===== src/rtl/csel_addsub_pipe.sv =====
// Pipelined carry-select adder/subtractor with a global-stall valid/ready handshake.
// Each pipeline stage resolves BLK_PER_STG carry-select blocks. The last stage register drives the outputs.
module csel_addsub_pipe #(
    parameter int WIDTH       = 32,
    parameter int BLOCK       = 4,
    parameter int BLK_PER_STG = 2
) (
    input  logic             clk,
    input  logic             rst,
    input  logic             in_valid,
    output logic             in_ready,
    input  logic [WIDTH-1:0] a,
    input  logic [WIDTH-1:0] b,
    input  logic             cin,
    input  logic             sub,
    output logic             out_valid,
    input  logic             out_ready,
    output logic [WIDTH-1:0] sum,
    output logic             cout,
    output logic             ovf,
    output logic             zero
);
    localparam int NBLK    = WIDTH / BLOCK;
    localparam int STG_RAW = (NBLK + BLK_PER_STG - 1) / BLK_PER_STG;
    localparam int STAGES  = (STG_RAW < 1) ? 1 : STG_RAW;

    // Ripple one block; the result is {carry_out, sum_bits}.
    function automatic logic [BLOCK:0] rip(input logic [BLOCK-1:0] x,
                                           input logic [BLOCK-1:0] y,
                                           input logic             c);
        logic             cc;
        logic [BLOCK-1:0] s;
        cc = c;
        s  = '0;
        for (int i = 0; i < BLOCK; i++) begin
            s[i] = x[i] ^ y[i] ^ cc;
            cc   = (x[i] & y[i]) | (cc & (x[i] ^ y[i]));
        end
        return {cc, s};
    endfunction

    logic             adv;
    logic [WIDTH-1:0] b_eff;
    logic             c0;

    logic [WIDTH-1:0] a_p   [STAGES];
    logic [WIDTH-1:0] b_p   [STAGES];
    logic [WIDTH-1:0] sum_p [STAGES];
    logic             c_p   [STAGES];
    logic             ovf_p [STAGES];
    logic             vld_p [STAGES];

    assign b_eff = sub ? ~b : b;
    assign c0    = sub ? ~cin : cin;

    assign adv      = !vld_p[STAGES-1] || out_ready;
    assign in_ready = adv;

    for (genvar s = 0; s < STAGES; s++) begin : g_stg
        localparam int LO = s * BLK_PER_STG;
        localparam int HI = ((s + 1) * BLK_PER_STG < NBLK) ? (s + 1) * BLK_PER_STG : NBLK;

        logic [WIDTH-1:0] x, y, s_in, s_nx;
        logic             c_in, c_nx, ovf_nx;
        logic [BLOCK:0]   rs;

        // Stage boundary: stage 0 takes the preprocessed operands, later stages the previous register.
        if (s == 0) begin : g_src
            assign x    = a;
            assign y    = b_eff;
            assign s_in = '0;
            assign c_in = c0;
        end else begin : g_src
            assign x    = a_p[s-1];
            assign y    = b_p[s-1];
            assign s_in = sum_p[s-1];
            assign c_in = c_p[s-1];
        end

        always_comb begin
            s_nx   = s_in;
            c_nx   = c_in;
            ovf_nx = 1'b0;
            rs     = '0;
            for (int k = LO; k < HI; k++) begin
                if (k == 0) begin
                    rs = rip(x[k*BLOCK +: BLOCK], y[k*BLOCK +: BLOCK], c_nx);
                end else begin
                    // Both carry hypotheses are evaluated; the incoming carry only picks one.
                    rs = c_nx ? rip(x[k*BLOCK +: BLOCK], y[k*BLOCK +: BLOCK], 1'b1)
                              : rip(x[k*BLOCK +: BLOCK], y[k*BLOCK +: BLOCK], 1'b0);
                end
                s_nx[k*BLOCK +: BLOCK] = rs[BLOCK-1:0];
                if (k == NBLK - 1) begin
                    ovf_nx = (x[WIDTH-1] ^ y[WIDTH-1] ^ rs[BLOCK-1]) ^ rs[BLOCK];
                end
                c_nx = rs[BLOCK];
            end
        end

        always_ff @(posedge clk) begin
            if (adv) begin
                a_p[s]   <= x;
                b_p[s]   <= y;
                sum_p[s] <= s_nx;
                c_p[s]   <= c_nx;
                ovf_p[s] <= ovf_nx;
            end
        end
    end

    always_ff @(posedge clk or posedge rst) begin
        if (rst) begin
            for (int s = 0; s < STAGES; s++) vld_p[s] <= 1'b0;
        end else if (adv) begin
            vld_p[0] <= in_valid;
            for (int s = 1; s < STAGES; s++) vld_p[s] <= vld_p[s-1];
        end
    end

    // Output boundary: data registers are not reset, so results are gated by the valid bit.
    assign out_valid = vld_p[STAGES-1];
    assign sum       = out_valid ? sum_p[STAGES-1] : '0;
    assign cout      = out_valid && c_p[STAGES-1];
    assign ovf       = out_valid && ovf_p[STAGES-1];
    assign zero      = out_valid && (sum_p[STAGES-1] == '0);

endmodule


===== config.mk =====
export PLATFORM = sky130hd
export DESIGN_NAME = csel_addsub_pipe
export DESIGN_NICKNAME = d
export VERILOG_FILES = /design/src/rtl/csel_addsub_pipe.sv
export SDC_FILE = /design/constraint.sdc
export NUM_CORES = 1
export LEC_CHECK = 0
export ABC_AREA = 0
export CORE_ASPECT_RATIO = 0.6
export CORE_MARGIN = 10
export CORE_UTILIZATION = 54
export CTS_BUF_LIST = sky130_fd_sc_hd__clkbuf_8 sky130_fd_sc_hd__clkbuf_16
export CTS_CLUSTER_DIAMETER = 30
export DETAILED_ROUTE_END_ITERATION = 8
export MAX_ROUTING_LAYER = met4
export PLACE_DENSITY_LB_ADDON = 0.12
export SYNTH_ARGS = -nofsm -noshare
export SYNTH_HDL_FRONTEND = slang
export SYNTH_SLANG_ARGS = --single-unit

===== constraint.sdc =====
create_clock -name clk -period 8.1 [get_ports clk]
set_input_delay 1.62 -clock clk [delete_from_list [all_inputs] [get_ports clk]]
set_output_delay 1.62 -clock clk [all_outputs]
set_load 0.01 [all_outputs]

==> metrics.sh, run 1 <==
STATUS='finished clean'
MAX-CAP-VIOLATIONS=0
MOST_COMMON_CELL_AFTER_LAYOUT_FILL_AND_TAPS_ASIDE='sky130_fd_sc_hd__edfxtp_1'
SYNTH_AREA_UM2=7230
RSZ_0062_RAISED_AFTER_GLOBAL_ROUTING='false'
DRT_WL_CELL_UM=16.0
FINAL_CELL_MIX='sky130_fd_sc_hd__edfxtp_1 (181), sky130_fd_sc_hd__clkdlybuf4s50_1 (105), sky130_fd_sc_hd__inv_1 (53)'
ROUTE.VIAS.TOTAL=3248
TYPE_OF_THE_SETUP_PATH_WITH_THE_LEAST_SLACK='in -> reg'
VIAS_IN_THE_FIRST_GLOBAL_ROUTE=3583
SYNTHFLOPTYPE='sky130_fd_sc_hd__edfxtp_1'
SETUP.REG_TO_REG.WORST_SLACK_PS=3720
CTS_TREE='yes'
CTS-ROOT-TO-SINK-BUFFERS=2
YS_ASYNC_SR_FRACTION_PCT=2.16
TOP_LEVEL_PORTS=107
CTS.SINK_COUNT=185
POSTLAYOUTCELLAREA_UM2=9050
FINCLKSKEW_PS=10.7
SYNTH_EDF_COUNT=181
TIMING.FINAL.MAX_SLEW_VIOLATIONS=0
ROUTED_WIRELENGTH_UM=11100
ROUTE.DETAILED.DRC=0
FP.DIEH_UM=110
FINAL.SETUP.TNS_PS=0
FP-ROW-COUNT=32
YOSYS_TOP_CELL_BY_AREA='sky130_fd_sc_hd__edfxtp_1'
FRACTION_OF_FINAL_LAYOUT_CELLS_SIZED_BEYOND_DRIVE_STRENGTH_1_PCT=6.31
GRT_USE_TOTAL_PCT=13.1
FINAL_ANTENNA_NET_COUNT=0
REPORT.FINAL.HOLD_VIOL_COUNT=0
PRECTSSETUPSLACK_PS=2430
ROUTE.DETAILED.VIAS_PER_INST=4.69
CRITICAL-PATH-TOP-DELAY-FAMILY='adder cells'
POSTCTSSETUPBUFFERS=0
CP_MAX_STAGE_DELAY_PS=730
POSTSYNTHREGISTERBITS=185
CTS_MADE_BUFFERS=17
ACHIEVABLE-FREQUENCY_MHz=192
FINAL_NET_COUNT=620
SYNTH-WARNING-COUNT=0
PERIOD_MINUS_SLACK_PS=5220
CRITICAL_PATH_PEAK_FANOUT=33
FINAL_MIN_PERIOD_OVER_CLOCK_PERIOD_PCT=64.4
DETAILEDROUTE.FIRSTITERATIONVIOLATIONS=194
HOLD_PATH_CLASS='reg -> reg'
CTS_ROOT_BUF='sky130_fd_sc_hd__clkbuf_16'
POST_CTS_RESIZED=0
FILL_CELL_INSTANCE_COUNT_OF_THE_FINAL_LAYOUT=836
WORST_EP_ARRIVAL_TIME_PS=5370
N_ANTENNA_CELL=0
NETLIST_TOP_CELLS_AREA='sky130_fd_sc_hd__edfxtp_1 (75%), sky130_fd_sc_hd__fa_1 (6.9%), sky130_fd_sc_hd__xor2_1 (4.0%)'
WORSTPATHCELLLIST='buf_2 -> xnor2_1 -> fa_1 -> inv_1 -> fa_1 -> inv_1 -> fa_1 -> fa_1 -> o21ai_0 -> fa_1 -> inv_1 -> fa_1 -> inv_1 -> fa_1'
WORST_SLEW_MARGIN_REL_PCT=34.4
PLACE_AREA_UM2=8480
HTREE_LEVELS=4
CRIT_PATH_END_KIND='register'
AREA_GROWTH_SYN_TO_LAYOUT_PCT=25.3
GRT_FIRST_PASS_WIRELENGTH_UM=17800
FRACTION_OF_THE_YOSYS_AREA_TAKEN_BY_SEQUENTIAL_CELLS_PCT=76.6
MAX_SLEW.WORST_PIN.SLEW_PS=984
CORE_AREA_UM2=13000
WORST_SLACK_PS=2880
LATEST_CLOCK_ARRIVAL_WITHIN_THE_WORST_SKEW_PAIR_PS=410
SYNTH.LIB_CELLS_USED.DISTINCT=23
SYN_AVG_CELL_AREA_UM2=18.5
FINALWEIGHTEDCONGESTION=0.792
FLOORPLAN.DIE_AREA_UM2=18600
POWERDENSITY_nW_PER_UM2=354
OVERFLOW=0
DRT_PASS1_ITERATIONS=4
SYNTH_CELLS=390
PATH_COMMON_CELL='sky130_fd_sc_hd__fa_1'
FLOORPLAN.INITIALDENSITY_PCT=55.7
WORST_SETUP_PATH_START_KIND='primary input'
CP.BUFFERS_INVERTERS=5
SYN-NUM-NETS=500
DATA_REQUIRED_TIME_AT_THE_WORST_ENDPOINT_PS=8250
DIE_W_UM=169
POWER.STATIC_LEAKAGE_nW=3.44
NUMBER_OF_ANTENNA_VIOLATIONS_AT_THE_FIRST_CHECK_IN_GLOBAL_ROUTING=0
WORST_CASE_VDD_IR_DROP_uV=152
PLACE.DETAILED.HPWL_UM=7640
CTS.HOLD.BUFFERS_ADDED=0
NUMPORTBUFFERS=106
YOSYS.AREA.TOP_TYPE_SHARE_PCT=75.2
ENDPOINTS_FAILING_SETUP=0
CLOCK_TRANSITION_AT_THE_REGISTER_CLOCK_PINS_ON_THE_WORST_SETUP_AND_HOLD_PATHS_AFTER_CTS_PS=70
PIN_COUNT_OF_THE_BIGGEST_NET_ENTERING_GLOBAL_ROUTING=80
FINALCOREUTILIZATION_PCT=69.8
SLOWEST_STAGE='sky130_fd_sc_hd__buf_2'
[cells in the mapped netlist (4+ instances only)]
cell	number
sky130_fd_sc_hd__and2_1	34
sky130_fd_sc_hd__dfrtp_1	4
sky130_fd_sc_hd__edfxtp_1	181
sky130_fd_sc_hd__fa_1	25
sky130_fd_sc_hd__ha_1	15
sky130_fd_sc_hd__inv_1	52
sky130_fd_sc_hd__nor2_1	4
sky130_fd_sc_hd__nor4_1	6
sky130_fd_sc_hd__xnor2_1	9
sky130_fd_sc_hd__xor2_1	33
[worst paths after layout]
path	from	to	depth (start not counted)
min in group asynchronous	rst	vld_p[2]	2
worst min register to register	b_p[0][21]	b_p[1][21]	0
max in group asynchronous	rst	vld_p[3]	2
worst max register to register	a_p[2][24]	ovf_p[3]	14
worst max-delay path	sub	sum_p[0][7]	14
worst min-delay path	b_p[0][21]	b_p[1][21]	0
[state kept, by name, summed over array words and instances, names as in the netlist]
| signal | cells |
|---|---|
| a_p | 48 |
| b_p | 48 |
| c_p | 4 |
| out_valid | 1 |
| ovf_p | 1 |
| sum_p | 80 |
| vld_p | 3 |
[kinds of logic (layout without fill, tap and decap cells)]
family,Yosys count,count (layout),synth area share (%)
simple gates,54,54,4.54
buf+inv,59,192,3.24
fa+ha+maj,40,40,9.52
flops,185,185,76.6
compound gates,6,6,0.415
xor+xnor,42,42,5.09
mux,4,4,0.606
[area by class of cell]
type	count	area, µm²	share of cell area, %
tap	170	213	2.35
clock inverter	15	150	1.66
clock buffer	17	425	4.70
sequential	185	5540	61.1
inverter	52	195	2.16
timing repair buffer	108	1070	11.8
multi-input combinational	146	1470	16.2
[per-layer routing]
| metal | part of all wire [%] | wire length [µm] | GRT usage, % |
|---|---|---|---|
| met5 | 0 | 0 | - |
| met4 | 1.3 | 148 | 6.26 |
| met3 | 4.2 | 465 | 3.92 |
| met2 | 51 | 5630 | 20.8 |
| met1 | 44 | 4850 | 15.3 |
[where the power goes]
group / switching (mW) / internal, mW / total [mW]
Combinational: 0.368 / 0.373 / 0.742
Clock: 0.339 / 0.456 / 0.795
Sequential: 0.138 / 1.53 / 1.66
Total: 0.845 / 2.36 / 3.20
[per-stage QoR]
| stage | hold WS, ps | std cells | total power [mW] |
|---|---|---|---|
| 2_1_floorplan | 400 | 390 | 2.09 |
| 3_5_place_dp | 405 | 661 | 2.45 |
| 4_1_cts | 412 | 693 | 3.26 |
| 6_report | 411 | 693 | 3.20 |
| 5_1_grt | 421 | 693 | 3.40 |
| 3_3_place_gp | 400 | 661 | 2.40 |
(Power assumes the default switching activity.)
==> inputs of run 2 (changes only) <==
--- a/config.mk
+++ b/config.mk
@@ -8,7 +8,7 @@
 export ABC_AREA = 0
 export CORE_ASPECT_RATIO = 0.6
 export CORE_MARGIN = 10
-export CORE_UTILIZATION = 54
+export CORE_UTILIZATION = 49
 export CTS_BUF_LIST = sky130_fd_sc_hd__clkbuf_8 sky130_fd_sc_hd__clkbuf_16
 export CTS_CLUSTER_DIAMETER = 30
 export DETAILED_ROUTE_END_ITERATION = 8
==> constraint.sdc (replaced) <==
create_clock -name clk -period 4.35 [get_ports clk]
set_input_delay 0.87 -clock clk [delete_from_list [all_inputs] [get_ports clk]]
set_output_delay 0.87 -clock clk [all_outputs]
set_load 0.01 [all_outputs]
==> metrics.sh, run 2 (synthesis results as in run 1) <==
STATUS='finished clean'  # unchanged
ENDPOINTS_FAILING_SETUP=0  # unchanged
GRT_FIRST_PASS_WIRELENGTH_UM=18000  # was 17,800 µm
PRECTSSETUPSLACK_PS=-141  # was 2430 ps
FINAL_ANTENNA_NET_COUNT=0  # unchanged
SETUP.WORST_PATH.START='a_p[2][24]'  # was sub
CTS.HOLD.BUFFERS_ADDED=0  # unchanged
PERIOD_MINUS_SLACK_PS=4120
TIMING.FINAL.MAX_SLEW_VIOLATIONS=0  # unchanged
CRIT-REG2REG-LAUNCH='a_p[2][24]'  # unchanged
FINAL_NET_COUNT=623  # was 620
HTREE_LEVELS=4  # unchanged
NUMBER_OF_ANTENNA_VIOLATIONS_AT_THE_FIRST_CHECK_IN_GLOBAL_ROUTING=0  # unchanged
CTS_TREE='yes'  # unchanged
DETAILEDROUTE.FIRSTITERATIONVIOLATIONS=239  # was 194
CTS_MADE_BUFFERS=17  # unchanged
RSZ_0062_RAISED_AFTER_GLOBAL_ROUTING='false'  # unchanged
PLACE.DETAILED.HPWL_UM=7700  # was 7640 µm
DATA_REQUIRED_TIME_AT_THE_WORST_ENDPOINT_PS=4510  # was 8250 ps
ROUTED_WIRELENGTH_UM=11100  # about the same
WORST_R2R_PATH_DEPTH=14  # unchanged
SETUP.REG_TO_REG.WORST_SLACK_PS=230  # was 3720 ps
LARGEST_REG_FLOPS=80  # unchanged
FP-ROW-COUNT=34  # was 32
FP.DIEH_UM=114  # was 110 µm
FRACTION_OF_FINAL_LAYOUT_CELLS_SIZED_BEYOND_DRIVE_STRENGTH_1_PCT=7.98  # was 6.31%
FLOORPLAN.INITIALDENSITY_PCT=50.0  # was 55.7%
CORE_AREA_UM2=14500  # was 13,000 µm²
ROUTE.VIAS.TOTAL=3232  # was 3,248
POSTLAYOUTCELLAREA_UM2=9150  # was 9050 µm²
FINALCOREUTILIZATION_PCT=63.2  # was 69.8%
FINAL_CELL_MIX='sky130_fd_sc_hd__edfxtp_1 (181), sky130_fd_sc_hd__clkdlybuf4s50_1 (105), sky130_fd_sc_hd__inv_1 (55)'  # was sky130_fd_sc_hd__edfxtp_1 (181), sky130_fd_sc_hd__clkdlybuf4s50_1 (105), sky130_fd_sc_hd__inv_1 (53)
MAX-CAP-VIOLATIONS=0  # unchanged
LARGESTREGISTERS='sum_p: 80 flops, a_p: 48 flops, b_p: 48 flops'  # unchanged
REPORT.FINAL.HOLD_VIOL_COUNT=0  # unchanged
DRT_PASS1_ITERATIONS=4  # unchanged
POWERDENSITY_nW_PER_UM2=656  # was 354 nW/µm²
FILL_CELL_INSTANCE_COUNT_OF_THE_FINAL_LAYOUT=1047  # was 836
WORST_EP_ARRIVAL_TIME_PS=4280  # was 5370 ps
WORST_SLEW_MARGIN_REL_PCT=30.6  # was 34.4%
FLOORPLAN.DIE_AREA_UM2=20200  # was 18,600 µm²
TOP_LEVEL_PORTS=107  # unchanged
PLACE_AREA_UM2=8550  # was 8480 µm²
GRT_USE_TOTAL_PCT=11.9  # was 13.1%
FINCLKSKEW_PS=11.2  # was 10.7 ps
ROUTE.DETAILED.VIAS_PER_INST=4.46  # was 4.69
CLOCK_TRANSITION_AT_THE_REGISTER_CLOCK_PINS_ON_THE_WORST_SETUP_AND_HOLD_PATHS_AFTER_CTS_PS=70  # about the same
NUMPORTBUFFERS=106  # unchanged
TOP_REGISTER='sum_p'  # unchanged
MOST_COMMON_CELL_AFTER_LAYOUT_FILL_AND_TAPS_ASIDE='sky130_fd_sc_hd__edfxtp_1'  # unchanged
FINAL_MIN_PERIOD_OVER_CLOCK_PERIOD_PCT=94.6
MAX_SLEW.WORST_PIN.SLEW_PS=1040  # was 984 ps
LATEST_CLOCK_ARRIVAL_WITHIN_THE_WORST_SKEW_PAIR_PS=410  # about the same
WORST_SETUP_PATH_START_KIND='register'  # was primary input
WORST_SETUP_PATH_ENDPOINT='ovf_p[3]'  # was sum_p[0][7]
ROUTE.DETAILED.DRC=0  # unchanged
N_ANTENNA_CELL=0  # unchanged
WORST_CASE_VDD_IR_DROP_uV=488  # was 152 µV
OVERFLOW=0  # unchanged
TOTAL_POWER_mW=6.00  # was 3.20 mW
CRIT_PATH_END_KIND='register'  # unchanged
CTS-ROOT-TO-SINK-BUFFERS=2  # unchanged
DIE_W_UM=177  # was 169 µm
ACHIEVABLE-FREQUENCY_MHz=243
VIAS_IN_THE_FIRST_GLOBAL_ROUTE=3532  # was 3,583
WORST_REG2REG_ENDPOINT='ovf_p[3]'  # unchanged
PIN_COUNT_OF_THE_BIGGEST_NET_ENTERING_GLOBAL_ROUTING=186  # was 80
FINALWEIGHTEDCONGESTION=0.731  # was 0.792
HOLD_PATH_CLASS='reg -> reg'  # unchanged
WORST_SLACK_PS=234  # was 2880 ps
WORST_HOLD_PATH.NUM_CELLS=0  # unchanged
TYPE_OF_THE_SETUP_PATH_WITH_THE_LEAST_SLACK='reg -> reg'  # was in -> reg
POWER.STATIC_LEAKAGE_nW=3.47  # was 3.44 nW
CRITICAL_PATH_PEAK_FANOUT=3  # was 33
CTS_ROOT_BUF='sky130_fd_sc_hd__clkbuf_16'  # unchanged
DRT_WL_CELL_UM=15.3  # was 16.0 µm
AREA_GROWTH_SYN_TO_LAYOUT_PCT=26.5  # was 25.3%
CTS.SINK_COUNT=185  # unchanged
## run 2: changes by cell type in the layout (fill, tap and decap cells not counted), sizes merged
cell	delta
clkinvlp	+2
clkinv	-5
inv	+3
buf	+3
## run 2: worst min path at each step
stage                startpoint     endpoint
global placement     b_p[0][21]   b_p[1][21]
global route         b_p[0][26]   b_p[1][26]
CTS                 sum_p[1][0]  sum_p[2][0]
floorplan            a_p[0][16]   a_p[1][16]
finish              sum_p[1][0]  sum_p[2][0]
detailed placement   a_p[0][23]   a_p[1][23]
## run 2: cell type report
cell class,instances,area [µm²],area share [%]
sequential,185,5540,60.5
multi-input combinational,146,1480,16.2
timing repair buffer,111,1110,12.1
clock buffer,17,425,4.65
tap,198,248,2.71
inverter,52,195,2.13
clock inverter,15,153,1.67
## run 2: per-layer routing
metal  vias up  part of all wire (%)  routed length, µm  GRT usage [%]
met5         -                     0                  0              -
met3        10                   4.0                444           3.26
met4         0                   1.0                113           3.74
met2        75                    48               5350           18.5
li1       1593                     -                  -              -
met1      1554                    47               5170           15.1
## run 2: power breakdown
part           switching [mW]  total, mW  leakage (nW)  internal, mW
logic                   0.720       1.44          1.32         0.720
registers               0.228       3.08          1.87          2.85
clock network           0.634       1.48         0.282         0.850
total                    1.58       6.00          3.47          4.42
## run 2: repair_timing
action / in CTS / in global routing
setup buffers: 0 / 0
endpoints found under the setup margin: 1 / 1
gates cloned: 0 / 0
pin swaps: 1 / 2
gates resized for setup: 2 / 3
## run 2: per-stage QoR
stage	setup TNS (ps)	instances	hold WS [ps]
floorplan	0	390	400
global placement	-69.0	692	401
detailed placement	-141	692	405
CTS	0	724	410
global route	0	724	417
finish	0	724	410
## run 2: critical path: stages, from the launching register on
cell and delay (ps):
sky130_fd_sc_hd__edfxtp_1 390, sky130_fd_sc_hd__ha_1 210, sky130_fd_sc_hd__nor2_1 120, sky130_fd_sc_hd__a21oi_1 80, sky130_fd_sc_hd__fa_2 400, sky130_fd_sc_hd__fa_1 460
sky130_fd_sc_hd__fa_2 430, sky130_fd_sc_hd__nor2_1 100, sky130_fd_sc_hd__a21oi_1 90, sky130_fd_sc_hd__fa_2 370, sky130_fd_sc_hd__fa_1 410, sky130_fd_sc_hd__inv_1 80
sky130_fd_sc_hd__fa_2 460, sky130_fd_sc_hd__xnor2_2 160, sky130_fd_sc_hd__xnor2_1 130
